**src/rtl/snake_pkg.sv**
```systemverilog
// snake_pkg: definitions shared by the snake game stages.
//   dir_t   : 2-bit direction code (0 up, 1 right, 2 down, 3 left)
//   state_t : head stepper control states
//   grid defaults shared with the body and render stages
package snake_pkg;

   typedef logic [1:0] dir_t;

   localparam dir_t DIR_UP    = 2'd0;
   localparam dir_t DIR_RIGHT = 2'd1;
   localparam dir_t DIR_DOWN  = 2'd2;
   localparam dir_t DIR_LEFT  = 2'd3;

   typedef enum logic [1:0] {
      ST_IDLE,
      ST_RUN,
      ST_WAIT,
      ST_CRASH
   } state_t;

   localparam int unsigned GRID_W_DEF  = 32;
   localparam int unsigned GRID_H_DEF  = 24;
   localparam int unsigned START_X_DEF = 16;
   localparam int unsigned START_Y_DEF = 12;

   // The direction opposite to d; the encoding makes this a +2 rotation.
   function automatic dir_t dir_reverse(input dir_t d);
      return d + 2'd2;
   endfunction

endpackage

```
**src/rtl/snake_dir_filter.sv**
```systemverilog
// snake_dir_filter: turns button pulses into the pending direction.
//   clk, rst_n     : clock, async active-low reset
//   i_en           : accept buttons (low once the game has crashed)
//   i_btn_*        : single-cycle debounced button pulses
//   i_ref_dir      : direction that presses are checked against for reversal
//   o_pend_dir     : direction to be committed on the next tick
module snake_dir_filter
   import snake_pkg::*;
(
   input  logic clk,
   input  logic rst_n,
   input  logic i_en,
   input  logic i_btn_up,
   input  logic i_btn_right,
   input  logic i_btn_down,
   input  logic i_btn_left,
   input  dir_t i_ref_dir,
   output dir_t o_pend_dir
);

   dir_t r_pend_dir;
   dir_t w_pick;
   logic w_any;
   logic w_load;

   // Priority pick first; the reversal test applies only to the winner,
   // so a rejected high-priority press masks lower-priority ones.
   always_comb begin
      w_pick = DIR_UP;
      w_any  = i_btn_up | i_btn_right | i_btn_down | i_btn_left;
      if (i_btn_up)         w_pick = DIR_UP;
      else if (i_btn_right) w_pick = DIR_RIGHT;
      else if (i_btn_down)  w_pick = DIR_DOWN;
      else if (i_btn_left)  w_pick = DIR_LEFT;
      w_load = i_en && w_any && (w_pick != dir_reverse(i_ref_dir));
   end

   always_ff @(posedge clk or negedge rst_n) begin
      if (!rst_n)      r_pend_dir <= DIR_RIGHT;
      else if (w_load) r_pend_dir <= w_pick;
   end

   assign o_pend_dir = r_pend_dir;

endmodule

```
**src/rtl/snake_head_stepper.sv**
```systemverilog
// snake_head_stepper: advances the snake head one cell per pacemaker tick.
//   clk, rst_n   : clock, async active-low reset
//   pace         : single-cycle tick from the pacemaker
//   run          : game enable level
//   btn_*        : debounced direction button pulses
//   step_ready   : body stage accepts the offered head coordinate
//   step_valid   : new head coordinate offered
//   head_x/y     : current head cell
//   dir          : committed direction
//   crash        : sticky wall-collision flag
//   overrun      : sticky flag, tick arrived while a step was unacknowledged
module snake_head_stepper
   import snake_pkg::*;
#(
   parameter int unsigned GRID_W  = GRID_W_DEF,
   parameter int unsigned GRID_H  = GRID_H_DEF,
   parameter int unsigned XW      = 5,
   parameter int unsigned YW      = 5,
   parameter int unsigned START_X = START_X_DEF,
   parameter int unsigned START_Y = START_Y_DEF,
   parameter int unsigned WRAP    = 0
)(
   input  logic          clk,
   input  logic          rst_n,
   input  logic          pace,
   input  logic          run,
   input  logic          btn_up,
   input  logic          btn_right,
   input  logic          btn_down,
   input  logic          btn_left,
   input  logic          step_ready,
   output logic          step_valid,
   output logic [XW-1:0] head_x,
   output logic [YW-1:0] head_y,
   output logic [1:0]    dir,
   output logic          crash,
   output logic          overrun
);

   localparam logic [XW-1:0] X_MAX = XW'(GRID_W - 1);
   localparam logic [YW-1:0] Y_MAX = YW'(GRID_H - 1);

   state_t        r_state, w_state_nxt;
   logic [XW-1:0] r_head_x, w_head_x_nxt, w_step_x;
   logic [YW-1:0] r_head_y, w_head_y_nxt, w_step_y;
   dir_t          r_dir, w_dir_nxt, w_pend_dir, w_ref_dir;
   logic          r_step_valid, w_step_valid_nxt;
   logic          r_crash, w_crash_nxt;
   logic          r_overrun, w_overrun_nxt;
   logic          w_wall;
   logic          w_commit;

   // A press in the same cycle as a tick is checked against the direction
   // being committed, so it cannot queue a reversal of the new heading.
   assign w_commit  = (r_state == ST_RUN) && run && pace;
   assign w_ref_dir = w_commit ? w_pend_dir : r_dir;

   snake_dir_filter u_dir_filter (
      .clk         (clk),
      .rst_n       (rst_n),
      .i_en        (r_state != ST_CRASH),
      .i_btn_up    (btn_up),
      .i_btn_right (btn_right),
      .i_btn_down  (btn_down),
      .i_btn_left  (btn_left),
      .i_ref_dir   (w_ref_dir),
      .o_pend_dir  (w_pend_dir)
   );

   // Candidate next cell; edges wrap within the grid, not within 2**XW.
   always_comb begin
      w_step_x = r_head_x;
      w_step_y = r_head_y;
      w_wall   = 1'b0;
      case (w_pend_dir)
         DIR_UP: begin
            w_wall   = (r_head_y == '0);
            w_step_y = w_wall ? Y_MAX : r_head_y - YW'(1);
         end
         DIR_RIGHT: begin
            w_wall   = (r_head_x == X_MAX);
            w_step_x = w_wall ? '0 : r_head_x + XW'(1);
         end
         DIR_DOWN: begin
            w_wall   = (r_head_y == Y_MAX);
            w_step_y = w_wall ? '0 : r_head_y + YW'(1);
         end
         default: begin
            w_wall   = (r_head_x == '0);
            w_step_x = w_wall ? X_MAX : r_head_x - XW'(1);
         end
      endcase
   end

   always_comb begin
      w_state_nxt      = r_state;
      w_head_x_nxt     = r_head_x;
      w_head_y_nxt     = r_head_y;
      w_dir_nxt        = r_dir;
      w_step_valid_nxt = r_step_valid;
      w_crash_nxt      = r_crash;
      w_overrun_nxt    = r_overrun;
      case (r_state)
         ST_IDLE: begin
            if (run) w_state_nxt = ST_RUN;
         end
         ST_RUN: begin
            if (!run) begin
               w_state_nxt = ST_IDLE;
            end else if (pace) begin
               w_dir_nxt = w_pend_dir;
               if (w_wall && (WRAP == 0)) begin
                  w_crash_nxt = 1'b1;
                  w_state_nxt = ST_CRASH;
               end else begin
                  w_head_x_nxt     = w_step_x;
                  w_head_y_nxt     = w_step_y;
                  w_step_valid_nxt = 1'b1;
                  w_state_nxt      = ST_WAIT;
               end
            end
         end
         ST_WAIT: begin
            if (pace) w_overrun_nxt = 1'b1;
            if (step_ready) begin
               w_step_valid_nxt = 1'b0;
               w_state_nxt      = run ? ST_RUN : ST_IDLE;
            end
         end
         ST_CRASH: begin
         end
         default: w_state_nxt = ST_IDLE;
      endcase
   end

   always_ff @(posedge clk or negedge rst_n) begin
      if (!rst_n) begin
         r_state      <= ST_IDLE;
         r_head_x     <= XW'(START_X);
         r_head_y     <= YW'(START_Y);
         r_dir        <= DIR_RIGHT;
         r_step_valid <= 1'b0;
         r_crash      <= 1'b0;
         r_overrun    <= 1'b0;
      end else begin
         r_state      <= w_state_nxt;
         r_head_x     <= w_head_x_nxt;
         r_head_y     <= w_head_y_nxt;
         r_dir        <= w_dir_nxt;
         r_step_valid <= w_step_valid_nxt;
         r_crash      <= w_crash_nxt;
         r_overrun    <= w_overrun_nxt;
      end
   end

   assign step_valid = r_step_valid;
   assign head_x     = r_head_x;
   assign head_y     = r_head_y;
   assign dir        = r_dir;
   assign crash      = r_crash;
   assign overrun    = r_overrun;

endmodule
```
**config.mk**
```make
export PLATFORM = sky130hd
export DESIGN_NAME = snake_head_stepper
export DESIGN_NICKNAME = d
export VERILOG_FILES = /design/src/rtl/snake_pkg.sv /design/src/rtl/snake_dir_filter.sv /design/src/rtl/snake_head_stepper.sv
export SDC_FILE = /design/constraint.sdc
export NUM_CORES = 1
export LEC_CHECK = 0
export ABC_AREA = 0
export CORE_MARGIN = 2
export CORE_UTILIZATION = 30
export CTS_CLUSTER_DIAMETER = 150
export DETAILED_ROUTE_END_ITERATION = 16
export DONT_BUFFER_PORTS = 1
export GPL_ROUTABILITY_DRIVEN = 0
export PLACE_DENSITY = 0.41
export SYNTH_ARGS = -nofsm -noshare
export SYNTH_HDL_FRONTEND = slang
export SYNTH_SLANG_ARGS = --single-unit
```
**constraint.sdc**
```tcl
create_clock -name clk -period 1.95 [get_ports clk]
set_clock_uncertainty 0.1 [all_clocks]
set_input_delay 0.0975 -clock clk [delete_from_list [all_inputs] [get_ports clk]]
set_output_delay 0.0975 -clock clk [all_outputs]
set_load 0.01 [all_outputs]
```
== After elaboration in Yosys (flattened, before gate mapping) ==
Index checks and enable logic that the tools add are counted.

* Add/subtract/negate cells: 5
* Multiply operators: 0
* Divide/modulo/power cells: 0
* Order comparisons: 0
* Equal/unequal tests: 14
* Shift-type cells: 0
* Muxes and demuxes: 24
* Bitwise gates (word level): 5
* Reduce and logical (&&, ||, !) cells: 19

{| class="wikitable"
|+ Operators by type and width
! cell !! number
|-
| $mux 5 || 4
|-
| $pmux 5 s2 || 2
|-
| $mux 2 || 9
|-
| $reduce_and 5->1 || 3
|-
| $ne 2x2->1 const B || 6
|-
| $add 5x1->5 const B || 2
|-
| $eq 5x5->1 const B || 2
|-
| $logic_not 5->1 || 2
|-
| $sub 5x1->5 const B || 2
|-
| $reduce_and 4->1 || 2
|-
| $mux 1 || 6
|-
| $pmux 2 s3 || 1
|-
| $eq 2x1->1 const B || 2
|-
| $eq 2x2->1 const B || 2
|-
| $logic_and 1x1->1 || 4
|-
| $logic_not 2->1 || 2
|-
| $reduce_bool 2->1 || 2
|-
| $ne 3x3->1 const B || 1
|-
| $or 1x1->1 || 3
|-
| $pmux 1 s3 || 1
|-
| $reduce_and 3->1 || 1
|-
| $reduce_bool 3->1 || 1
|-
| $add 2x2->2 const B || 1
|-
| $ne 2x2->1 || 1
|-
| other kinds (4) || 5
|}

* Flip-flop bits (word level): 19
* Bits in latches: 0
* Memory bits (writable): 0
* ROM bits: 0
* Output and inout port bits: 15
* Word-level logic and storage cells: 75
* Memories: 0

== Longest topological paths before layout ==
Gate-level depths: netlist of the first run.

* Word-level depth: 7
* Gate-level depth with buffers: 8

== By module ==
A second synthesis of the first run with hierarchy kept.

* Cell total of the unflattened synthesis: 181
* Area total of the unflattened synthesis: 1580.3 um^2

{| class="wikitable"
|+ By module, submodules not included
! module !! times used !! cells each !! area each (um^2) !! sequential area each (um^2)
|-
| snake_head_stepper || 1 || 148 || 1300.0 || 430.4
|-
| snake_dir_filter || 1 || 33 || 280.3 || 51.3
|}

== Least setup slack after synthesis of the first run ==
OpenSTA, ideal clock, no wires.

* Kind: register -> register
* From: reg r_head_x[0] (netlist: head_x[0])
* To: reg r_head_x[3] (netlist: head_x[3])
* Setup time: 0.121 ns
* Arrival time: 1.994 ns
* Required time: 1.729 ns
* Slack: -0.265 ns
* Cell stages (with the launch flop): 9
* Path buffers: 0
* Clock period less this slack: 2.215 ns
* Path through: dfrtp_1 -> ha_1 -> and3_1 -> ha_1 -> nor2_1 -> a21oi_2 -> nor3b_2 -> o21ai_0 -> a22o_1

* Word-level cells in the longest chain between the ends: 4
* Elaborated cells between the ends (all ways): 10

{| class="wikitable"
|+ Ends and longest elaborated chain
! what !! RTL line !! RTL
|-
| from (decl) || snake_head_stepper.sv:44 || <nowiki>logic [XW-1:0] r_head_x, w_head_x_nxt, w_step_x;</nowiki>
|-
| from (signal assigned) || snake_head_stepper.sv:139 || <nowiki>r_head_x <= XW'(START_X);</nowiki>
|-
| from (signal assigned) || snake_head_stepper.sv:147 || <nowiki>r_head_x <= w_head_x_nxt;</nowiki>
|-
| parallel branches: the longest is 4 deep, another holds $sub 5x1->5 || n/a ||
|}

Parallel ways; which one is timed is not known.
A chain may end at the register's enable or synchronous reset.

== Worst setup path in the final report of the first run ==
* From: reg r_head_x[1] (netlist: head_x[1])
* To: reg r_head_x[3] (netlist: head_x[3])

The elaborated chain is that of the path after synthesis.

==> results of run 1 <==
## sequential cells by signal (all words and copies together) (netlist names)
name	cells
crash	1
r_state	2
dir	2
head_x	5
step_valid	1
u_dir_filter.o_pend_dir	2
head_y	5
overrun	1
## routing by layer
metal / routed length (µm) / share of wire, %
met3: 126 / 3.9
met4: 20 / 0.62
met1: 1509 / 47
met2: 1578 / 49
met5: 0 / 0
## worst paths after layout
kind | from | endpoint | slack [ns] | cells after the start
max | head_x[1]$_DFFE_PN0P_ | head_x[3]$_DFFE_PN0P_ | -0.03 | 8
min | btn_right | u_dir_filter.o_pend_dir[1]$_DFFE_PN0P_ | 0.01 | 3
max reg2reg | head_x[1]$_DFFE_PN0P_ | head_x[3]$_DFFE_PN0P_ | -0.03 | 8
min reg2reg | overrun$_DFFE_PN0P_ | overrun$_DFFE_PN0P_ | 0.43 | 1
max in group asynchronous | rst_n | head_x[0]$_DFFE_PN0P_ | 0.79 | 1
min in group asynchronous | rst_n | head_y[0]$_DFFE_PN0P_ | 0.33 | 1
## worst register-to-register path, stage by stage (launching register included)
cell,delay (ns)
dfrtp_2,0.43
ha_4,0.16
and3_4,0.18
ha_4,0.17
nor2_4,0.10
a21oi_4,0.04
nor3b_4,0.34
o21ai_1,0.12
a22o_1,0.23
## cell families after synthesis
family	synth area share [%]
DFF	34.65
buffers and inverters	6.120
adders and majority gates	9.901
xor gates and xnor gates	5.041
muxes	3.870
and+or+nand+nor	21.42
AOI/OAI and AO/OA	18.99
## power groups by stage
| stage | clock network, mW | logic (mW) | registers [mW] |
|---|---|---|---|
| after floorplan | 0 | 1.01 | 0.883 |
| after global placement | 0 | 1.67 | 0.848 |
| after detailed placement | 0 | 1.67 | 0.849 |
| after CTS | 0.302 | 1.71 | 0.840 |
| after global routing | 0.313 | 1.99 | 0.874 |
| final | 0.282 | 1.79 | 0.844 |
## layout make-up
type | count | area share [%]
sequential | 19 | 25.44
clock inverter | 1 | 0.2630
inverter | 13 | 2.564
timing repair buffer | 45 | 18.28
clock buffer | 3 | 2.170
multi-input combinational | 109 | 47.86
tap | 52 | 3.419
## stage by stage
stage | TNS, ns | hold WS, ns | power [mW]
after floorplan | 0 | -0.2981 | 1.891
after global placement | -0.005304 | -0.2975 | 2.516
final | -0.07670 | 0.01255 | 2.917
after CTS | -0.2331 | 0.003413 | 2.854
after global routing | -0.4420 | 0.01340 | 3.172
after detailed placement | -0.1376 | -0.2971 | 2.522
## timing repair
action / in CTS / in global routing
hold buffers: 4 / 0
setup endpoints to repair: 2 / 12
buffers inserted: 2 / 4
resized for setup: 0 / 9
endpoints found under the hold margin: 22 / 0
cloned: 0 / 0
pin swaps: 3 / 5
## layout by cell type (no fill, tap or decap), types with 5 or more instances in the layout
cell and count:
inv_1 12, nor2_1 8, ha_1 8, nand2_1 10
xnor2_1 6, dfstp_2 5, buf_4 41, dfrtp_1 12
a21oi_1 10, o21ai_0 7
==> run metrics, run 1 <==
Fill cells 428; Die Wd 72.07 µm; Design Area, Final 1903 µm²; CP endpoint kind flop; Core Footprint 4414 µm²; EDFF count, synth 0; startpoint types flop; Clock Path Buffers 2; ys flop type dfrtp_1; CTS sink cnt 19; failing checks negative setup slack; First DRT Iteration DRCs 61; status complete, but fails checks; first-pass GRT wire length 5.478 mm; most frequent CP cell ha_4; grt total ovfl 0; Cell Area, Synth 1390 µm²; internal power 1.718 mW; fin crit share 101.7%; GR peak layer met2; I/O Pins 24; final core occ 43.11%; synth top area cells dfrtp_1 (25%), ha_1 (9.9%), dfstp_2 (9.5%), xnor2_1 (3.8%), a21oi_1 (3.6%); sequential share of power 28.9%; CP Max Fanout 7; # H-tree levels 1; top cells by count, synth dfrtp_1 (14), inv_1 (13), ha_1 (11); met3 Use GR 3.750%; LEAKAGE 0.8186 nW; Syn. warnings 0; detailed placement HPWL 2.507 mm; register area share after synthesis 34.65%; num rows 24; final hold vios 0; Placement Cell Area 1735 µm²; worst hold path class in -> reg; Clock power frac 9.7%; Seq cells post-synth 19; drt pass-1 iters 4; placed cells 228; CTS Root Cell clkbuf_8; PD cells 1533 nW/µm²; clk_lat worst skew 0.26 ns; top cell type's share of synthesized area 25.20%; synthesized instance count 146; Final ANT Viol Nets 0; post-route setup slack -0.03331 ns; GRT Total Usage 13.41%; TritonCTS Buffers 3; final setup fails 3; Worst Max-Slew Pin Slew 0.9387 ns; critical path class reg -> reg; Routed Wire Length 3.235 mm; fin cells 242; post-synth cell types 45; # diodes 0; Critical Path, Cell by Cell ha_4 -> and3_4 -> ha_4 -> nor2_4 -> a21oi_4 -> nor3b_4 -> o21ai_1 -> a22o_1; DIE HEIGHT 72.07 µm; number of port buffers 0; fin. max-slew vios 0; CP top delay family simple AND/OR/NAND/NOR gates; via count 1210; Vias/cell 5.000; CP arrival 2.03 ns; CP max-delay cell dfrtp_2; Nets 211; drt drc 0; top-count cell post-synth dfrtp_1; post-DR wirelength/cell 13.37 µm; vias in the first global route 1152; Net Sw Frac 41.10%; Bufs and invs on worst path 0; syn avg cell area 9.521 µm²; met1 GRT Util 17.43%; Gate power share 61.4%; pre-CTS WS -0.06936 ns; multi-input logic area 910.9 µm²; largest net degree at the start of global routing 20; met2 Use GR 22.43%; largest area contributor in the netlist dfrtp_1; layout cells sized above 1 40.00%; async set-reset flop share out of synthesis 100.0%; area taken by flip-flops and latches 484.2 µm²; unrepaired setup endpoints after global routing true; die footprint 5194 µm²; Reg clk slew, reported paths 0.08 ns; relative slew slack 37.21%; CP max stage delay 0.43 ns; area grow syn2layout 36.90%; worst path required time 2.00 ns; fmax 0.5042 GHz; syn_nets 166; initial antenna violation count 0; worst vdd ir 0.0006194 V; max-cap viol count 0; crit path time final 1.983 ns; CTS tree yes; Initial Util 31.49%; net switching power 1.199 mW
No activity file was read; power rests on OpenSTA's default activity.
==> inputs of run 2 (changes only) <==
SYNTH_HIERARCHICAL = 1   (was not set)
==> run 2 against run 1 <==
  * The run still ends with negative setup slack left
  * Utilization shrank 0.12 points
  * Fmax shrank 0.48%
  * Clock-buffer cell count is the same
  * Non-clock buffer count grew 9
==> run metrics, run 2 <==
status complete, but fails checks; failing checks negative setup slack; DIE HEIGHT 76.58 µm (+6.3%); clk_lat worst skew 0.26 ns (about the same); synthesized instance count 181 (+24%); # H-tree levels 1 (unchanged); startpoint types flop; final setup fails 3 (unchanged); TritonCTS Buffers 3 (unchanged); CP max stage delay 0.49 ns (+0.06 ns); post-DR wirelength/cell 14.24 µm (+6.5%); drt drc 0 (unchanged); area grow syn2layout 38.96%; largest net degree at the start of global routing 20 (unchanged); unrepaired setup endpoints after global routing true; CP Max Fanout 3 (-4); Worst R2R Path Depth 7 (-1); fin cells 298 (+23%); Seq cells post-synth 19 (unchanged); First DRT Iteration DRCs 81 (+33%); Die Wd 76.58 µm (+6.3%); post-synth cell types 50 (+11%); post-route setup TNS -0.05637 ns (+0.02032 ns); fin crit share 102.2% (+0.50 points); relative slew slack 37.28% (+0.067 points); placed cells 277 (+21%); LEAKAGE 0.9350 nW (+14%); Final ANT Viol Nets 0 (unchanged); CTS Root Cell clkbuf_8; drt pass-1 iters 4 (unchanged); Hold Startpoint btn_up; Power, Total 3.346 mW (+15%); CP endpoint kind flop; Worst Max-Slew Pin Slew 0.9377 ns (-0.001002 ns); R2R Path End step_valid$_DFFE_PN0P_; Bufs and invs on worst path 1 (+1); Nets 249 (+18%); CTS sink cnt 19 (unchanged); final hold vios 0 (unchanged); CP arrival 2.05 ns (+0.02 ns); syn avg cell area 8.731 µm² (-8.3%); Placement Cell Area 1933 µm² (+11%); FF-to-FF setup slack -0.04 ns (about the same); hold-critical path depth 3 (unchanged); max-cap viol count 0 (unchanged); Design Area, Final 2196 µm² (+15%); CTS tree yes; synth top area cells dfrtp_1 (22%), ha_1 (8.7%), dfstp_2 (8.3%), a21oi_1 (5.7%), nand2_1 (4.3%); worst vdd ir 0.0005337 V (-14%); vias in the first global route 1531 (+33%); number of port buffers 0 (unchanged); worst hold path class in -> reg; die footprint 5864 µm² (+13%); GRT Total Usage 14.51% (+1.1 points); Worst Hold End u_dir_filter/o_pend_dir[1]$_DFFE_PN0P_; Syn. warnings 6 (+6); Cell Area, Synth 1580 µm² (+14%); fin. max-slew vios 0 (unchanged); grt total ovfl 0 (unchanged); fmax 0.5018 GHz (-0.48%); crit path time final 1.993 ns (+0.009665 ns); largest area contributor in the netlist dfrtp_1; register area share after synthesis 30.48% (-4.2 points); first-pass GRT wire length 7.017 mm (+28%); layout cells sized above 1 42.11% (+2.1 points); post-route setup slack -0.04298 ns (-0.009665 ns); worst r2r src head_y[0]$_DFFE_PN0P_; commonest non-fill, non-tap cells in the layout buf_4 (47), nand2_1 (17), a21oi_1 (15), inv_1 (10), dfrtp_1 (10); via count 1522 (+26%); async set-reset flop share out of synthesis 100.0% (unchanged); Routed Wire Length 4.243 mm (+31%); Initial Util 30.94% (-0.55 points); initial antenna violation count 0 (unchanged); detailed placement HPWL 3.110 mm (+24%); CP top delay family simple AND/OR/NAND/NOR gates; Critical Path, Cell by Cell inv_2 -> ha_4 -> or4b_4 -> o21ai_4 -> nand3_2 -> nor3b_2 -> a311o_1; Clock Path Buffers 2 (unchanged); Vias/cell 5.107 (+2.1%); top cell type's share of synthesized area 22.17% (-3.0 points); syn_nets 201 (+21%); # diodes 0 (unchanged); num rows 26 (+8.3%); EDFF count, synth 0 (unchanged); most common cell after layout, fill and taps aside buf_4; Core Footprint 5107 µm² (+16%); Reg clk slew, reported paths 0.09 ns (about the same); critical path class reg -> reg; top cells by count, synth a21oi_1 (18), nand2_1 (18), inv_1 (16); I/O Pins 24 (unchanged); worst path required time 2.00 ns (about the same); ys flop type dfrtp_1; CP max-delay cell or4b_4; PD cells 1524 nW/µm² (-0.60%)
## run 2: logic make-up after synthesis
group | Yosys count | synth area share (%)
xor+xnor | 4 | 2.217
flops | 19 | 30.48
compound gates | 57 | 25.10
buf+inv | 27 | 9.026
simple gates | 59 | 21.77
mux | 4 | 2.692
fa+ha+maj | 11 | 8.709
## run 2: cell type report
type / instances / area (µm²)
clock buffers: 3 / 41.29
clock inverters: 1 / 5.005
fillers: 517 / 2912
inverters: 16 / 60.06
multi-input cells: 135 / 1091
flip-flops and latches: 19 / 486.7
well taps: 70 / 87.58
repair buffers: 54 / 424.2
## run 2: tightest hold or removal path: cells and delay by family
| kind | cells | cell delay [ns] |
|---|---|---|
| simple gates | 1 | 0.06 |
| compound gates | 2 | 0.16 |
## run 2: metrics by stage
step                setup WS (ns)  hold WS (ns)  util, %
finish                   -0.04298      0.003514    42.99
global route              -0.1190      0.008103    42.99
CTS                      -0.05838      0.003915    41.43
detailed placement       -0.08371       -0.2973    37.85
global placement         -0.05379       -0.2975    37.85
floorplan                -0.06752       -0.2981        -
## run 2: power breakdown
group	internal (mW)	switching, mW
Clock	0.142	0.151
Sequential	0.613	0.236
Combinational	1.14	1.07
Total	1.89	1.45
## run 2: how the worst max path moves through the flow
stage / start / end / slack (ns) / cells past startpoint
floorplan: head_y[0]$_DFFE_PN0P_ / step_valid$_DFFE_PN0P_ / -0.07 / 7
global placement: head_y[1]$_DFFE_PN0P_ / step_valid$_DFFE_PN0P_ / -0.05 / 7
detailed placement: head_x[1]$_DFFE_PN0P_ / step_valid$_DFFE_PN0P_ / -0.08 / 8
CTS: head_y[0]$_DFFE_PN0P_ / step_valid$_DFFE_PN0P_ / -0.06 / 7
global route: head_y[0]$_DFFE_PN0P_ / step_valid$_DFFE_PN0P_ / -0.12 / 7
finish: head_y[0]$_DFFE_PN0P_ / step_valid$_DFFE_PN0P_ / -0.04 / 7
## run 2: per-layer routing
metal | share of wire, % | global-route usage (%) | wire, µm | vias to the layer above
li1 | - | - | - | 747
met1 | 45 | 18.86 | 1927 | 720
met2 | 49 | 24.42 | 2091 | 47
met3 | 3.8 | 2.251 | 163 | 8
met4 | 1.4 | 5.091 | 59 | 0
met5 | 0 | 0 | 0 | -
## run 2: repair_timing
item                                    in CTS  in global routing
pin swaps                                   10                  6
resized for setup                            8                 14
setup buffers                                7                  4
endpoints found under the hold margin       25                  0
endpoints found under the setup margin      12                 12
hold buffers                                 6                  0
==> inputs of run 3 (changes only) <==
RECOVER_POWER = 50   (was not set)
==> run 3 against run 2 <==
  * The flow still finishes with violations (negative setup slack)
  * Register-to-register slack about the same
  * Final area is 0.51% lower
  * Via count shrank 0.85%
  * Clock-buffer cell count is the same
  * Utilization fell by 0.22 points
  * Clock power barely moved
  * Total power fell by 0.82%
  * Final cell count stayed put
  * Wire length shrank 0.31%
  * Sequential share of layout area up 0.11 points
  * Sequential cell count unchanged
  * Non-clock buffer count stayed put
==> run metrics, run 3 (synthesis results as in run 2) <==
Die Wd 76.58 µm (unchanged); startpoint types flop; CTS tree yes; Placement Cell Area 1933 µm² (unchanged); area grow syn2layout 38.24%; final hold vios 0 (unchanged); worst hold path class in -> reg; critical path class reg -> reg; number of port buffers 0 (unchanged); worst path required time 2.00 ns (about the same); post-DR wirelength/cell 14.19 µm (-0.31%); Vias/cell 5.064 (-0.85%); FF-to-FF setup slack -0.04 ns (about the same); relative slew slack 37.08% (-0.20 points); commonest non-fill, non-tap cells in the layout buf_4 (43), nand2_1 (17), a21oi_1 (15), inv_1 (10), dfrtp_1 (10); num rows 26 (unchanged); First DRT Iteration DRCs 82 (+1.2%); die footprint 5864 µm² (unchanged); Nets 249 (unchanged); Setup crit end step_valid$_DFFE_PN0P_; final setup fails 3 (unchanged); Worst Max-Slew Pin Slew 0.9407 ns (+0.003018 ns); fin. max-slew vios 0 (unchanged); # diodes 0 (unchanged); via count 1509 (-0.85%); drt drc 0 (unchanged); CTS sink cnt 19 (unchanged); CP max-delay cell or4b_4; placed cells 277 (unchanged); sequential share of power 25.5% (about the same); R2R Path End step_valid$_DFFE_PN0P_; failing checks negative setup slack; worst r2r src head_y[0]$_DFFE_PN0P_; initial antenna violation count 0 (unchanged); Clock Path Buffers 2 (unchanged); GRT Total Usage 14.51% (unchanged); fin crit share 102.2% (about the same); Net Sw Frac 43.71% (+0.26 points); max-cap viol count 0 (unchanged); CP endpoint kind flop; Power, Total 3.318 mW (-0.82%); Reg clk slew, reported paths 0.09 ns (about the same); worst hold margin 0.003141 ns (-0.0003734 ns); Initial Util 30.94% (unchanged); Routed Wire Length 4.230 mm (-0.31%); worst vdd ir 0.0005318 V (-0.36%); crit path time final 1.994 ns (+0.0005984 ns); largest net degree at the start of global routing 20 (unchanged); CTS Root Cell clkbuf_8; clk_lat worst skew 0.26 ns (about the same); detailed placement HPWL 3.110 mm (unchanged); fin cells 298 (unchanged); drt pass-1 iters 4 (unchanged); # H-tree levels 1 (unchanged); unrepaired setup endpoints after global routing true; CP arrival 2.05 ns (about the same); PD cells 1519 nW/µm² (-0.31%); TritonCTS Buffers 3 (unchanged); internal power 1.868 mW (-1.3%); I/O Pins 24 (unchanged); Final ANT Viol Nets 0 (unchanged); first-pass GRT wire length 7.017 mm (unchanged); grt total ovfl 0 (unchanged); Worst R2R Path Depth 7 (unchanged); fmax 0.5016 GHz (about the same); LEAKAGE 0.9232 nW (-1.3%); layout cells sized above 1 40.79% (-1.3 points); post-route setup slack -0.04358 ns (-0.0005984 ns); Core Footprint 5107 µm² (unchanged); CP max stage delay 0.49 ns (about the same); Setup crit start head_y[0]$_DFFE_PN0P_; pre-CTS WS -0.08371 ns (unchanged); Design Area, Final 2185 µm² (-0.51%); vias in the first global route 1531 (unchanged); CP Max Fanout 3 (unchanged); DIE HEIGHT 76.58 µm (unchanged); net switching power 1.451 mW (-0.24%); status complete, but fails checks; Clock power frac 8.9% (about the same); Fill cells 519 (+0.39%); most common cell after layout, fill and taps aside buf_4; Critical Path, Cell by Cell inv_2 -> ha_4 -> or4b_4 -> o21ai_4 -> nand3_2 -> nor3b_2 -> a311o_1; Gate power share 65.6% (-0.3 points)
## run 3: cell types whose count changed in the layout (fill, tap and decap cells not counted), sizes merged
cell | before | now
buf | 48 | 44
clkbuf | 3 | 7
## run 3: how the worst min path moves through the flow
stage | from | to | slack (ns) | cells after the start
floorplan | rst_n | crash$_DFFE_PN0P_ | -0.30 | 0
global placement | rst_n | head_y[4]$_DFFE_PN0P_ | -0.30 | 0
global route | btn_up | u_dir_filter/o_pend_dir[1]$_DFFE_PN0P_ | 0.008 | 2
detailed placement | rst_n | head_y[4]$_DFFE_PN0P_ | -0.30 | 0
finish | btn_up | u_dir_filter/o_pend_dir[1]$_DFFE_PN0P_ | 0.003 | 3
CTS | btn_up | u_dir_filter/o_pend_dir[1]$_DFFE_PN0P_ | 0.004 | 3
## run 3: power by group through the flow
stage	clock network (mW)	logic (mW)	registers (mW)
6_report	0.294	2.18	0.846
5_1_grt	0.318	2.41	0.875
3_5_place_dp	0	1.91	0.846
4_1_cts	0.302	2.06	0.847
3_3_place_gp	0	1.87	0.839
2_1_floorplan	0	1.24	0.853
## run 3: metal layers
| layer | track usage (%) | wire (µm) | up-vias |
|---|---|---|---|
| met1 | 18.86 | 1949 | 721 |
| met3 | 2.251 | 136 | 8 |
| met2 | 24.42 | 2083 | 34 |
| li1 | - | - | 746 |
| met5 | 0 | 0 | - |
| met4 | 5.091 | 59 | 0 |
## run 3: what timing repair did
| action | 4_1_cts | 5_1_grt |
|---|---|---|
| hold buffers | 6 | 0 |
| gates resized for setup | 8 | 14 |
| endpoints found under the hold margin | 25 | 0 |
| pin swaps | 10 | 6 |
| buffers inserted | 7 | 4 |
| setup endpoints to repair | 12 | 12 |
## run 3: critical path: cells and delay by family, from the launching register on
| kind | cells | cell delay [ns] |
|---|---|---|
| buffers and inverters | 1 | 0.08 |
| adder cells (fa/ha/maj) | 1 | 0.14 |
| AO/OA/AOI/OAI | 2 | 0.42 |
| AND/OR/NAND/NOR | 3 | 0.74 |
| flip-flops | 1 | 0.41 |
## run 3: final cells by class
| cell class | instances | area (µm²) | share of cell area [%] |
|---|---|---|---|
| clock inverters | 1 | 5.005 | 0.2291 |
| flip-flops and latches | 19 | 486.7 | 22.28 |
| inverters | 16 | 60.06 | 2.749 |
| clock buffers | 3 | 41.29 | 1.890 |
| well taps | 70 | 87.58 | 4.009 |
| repair buffers | 54 | 412.9 | 18.90 |
| multi-input cells | 135 | 1091 | 49.94 |
## run 3: through the flow
step | setup TNS [ns] | utilization [%]
after floorplan | -0.08252 | -
after global placement | -0.1931 | 37.85
after detailed placement | -0.4547 | 37.85
after CTS | -0.1250 | 41.43
after global routing | -0.3095 | 42.77
final | -0.05677 | 42.77
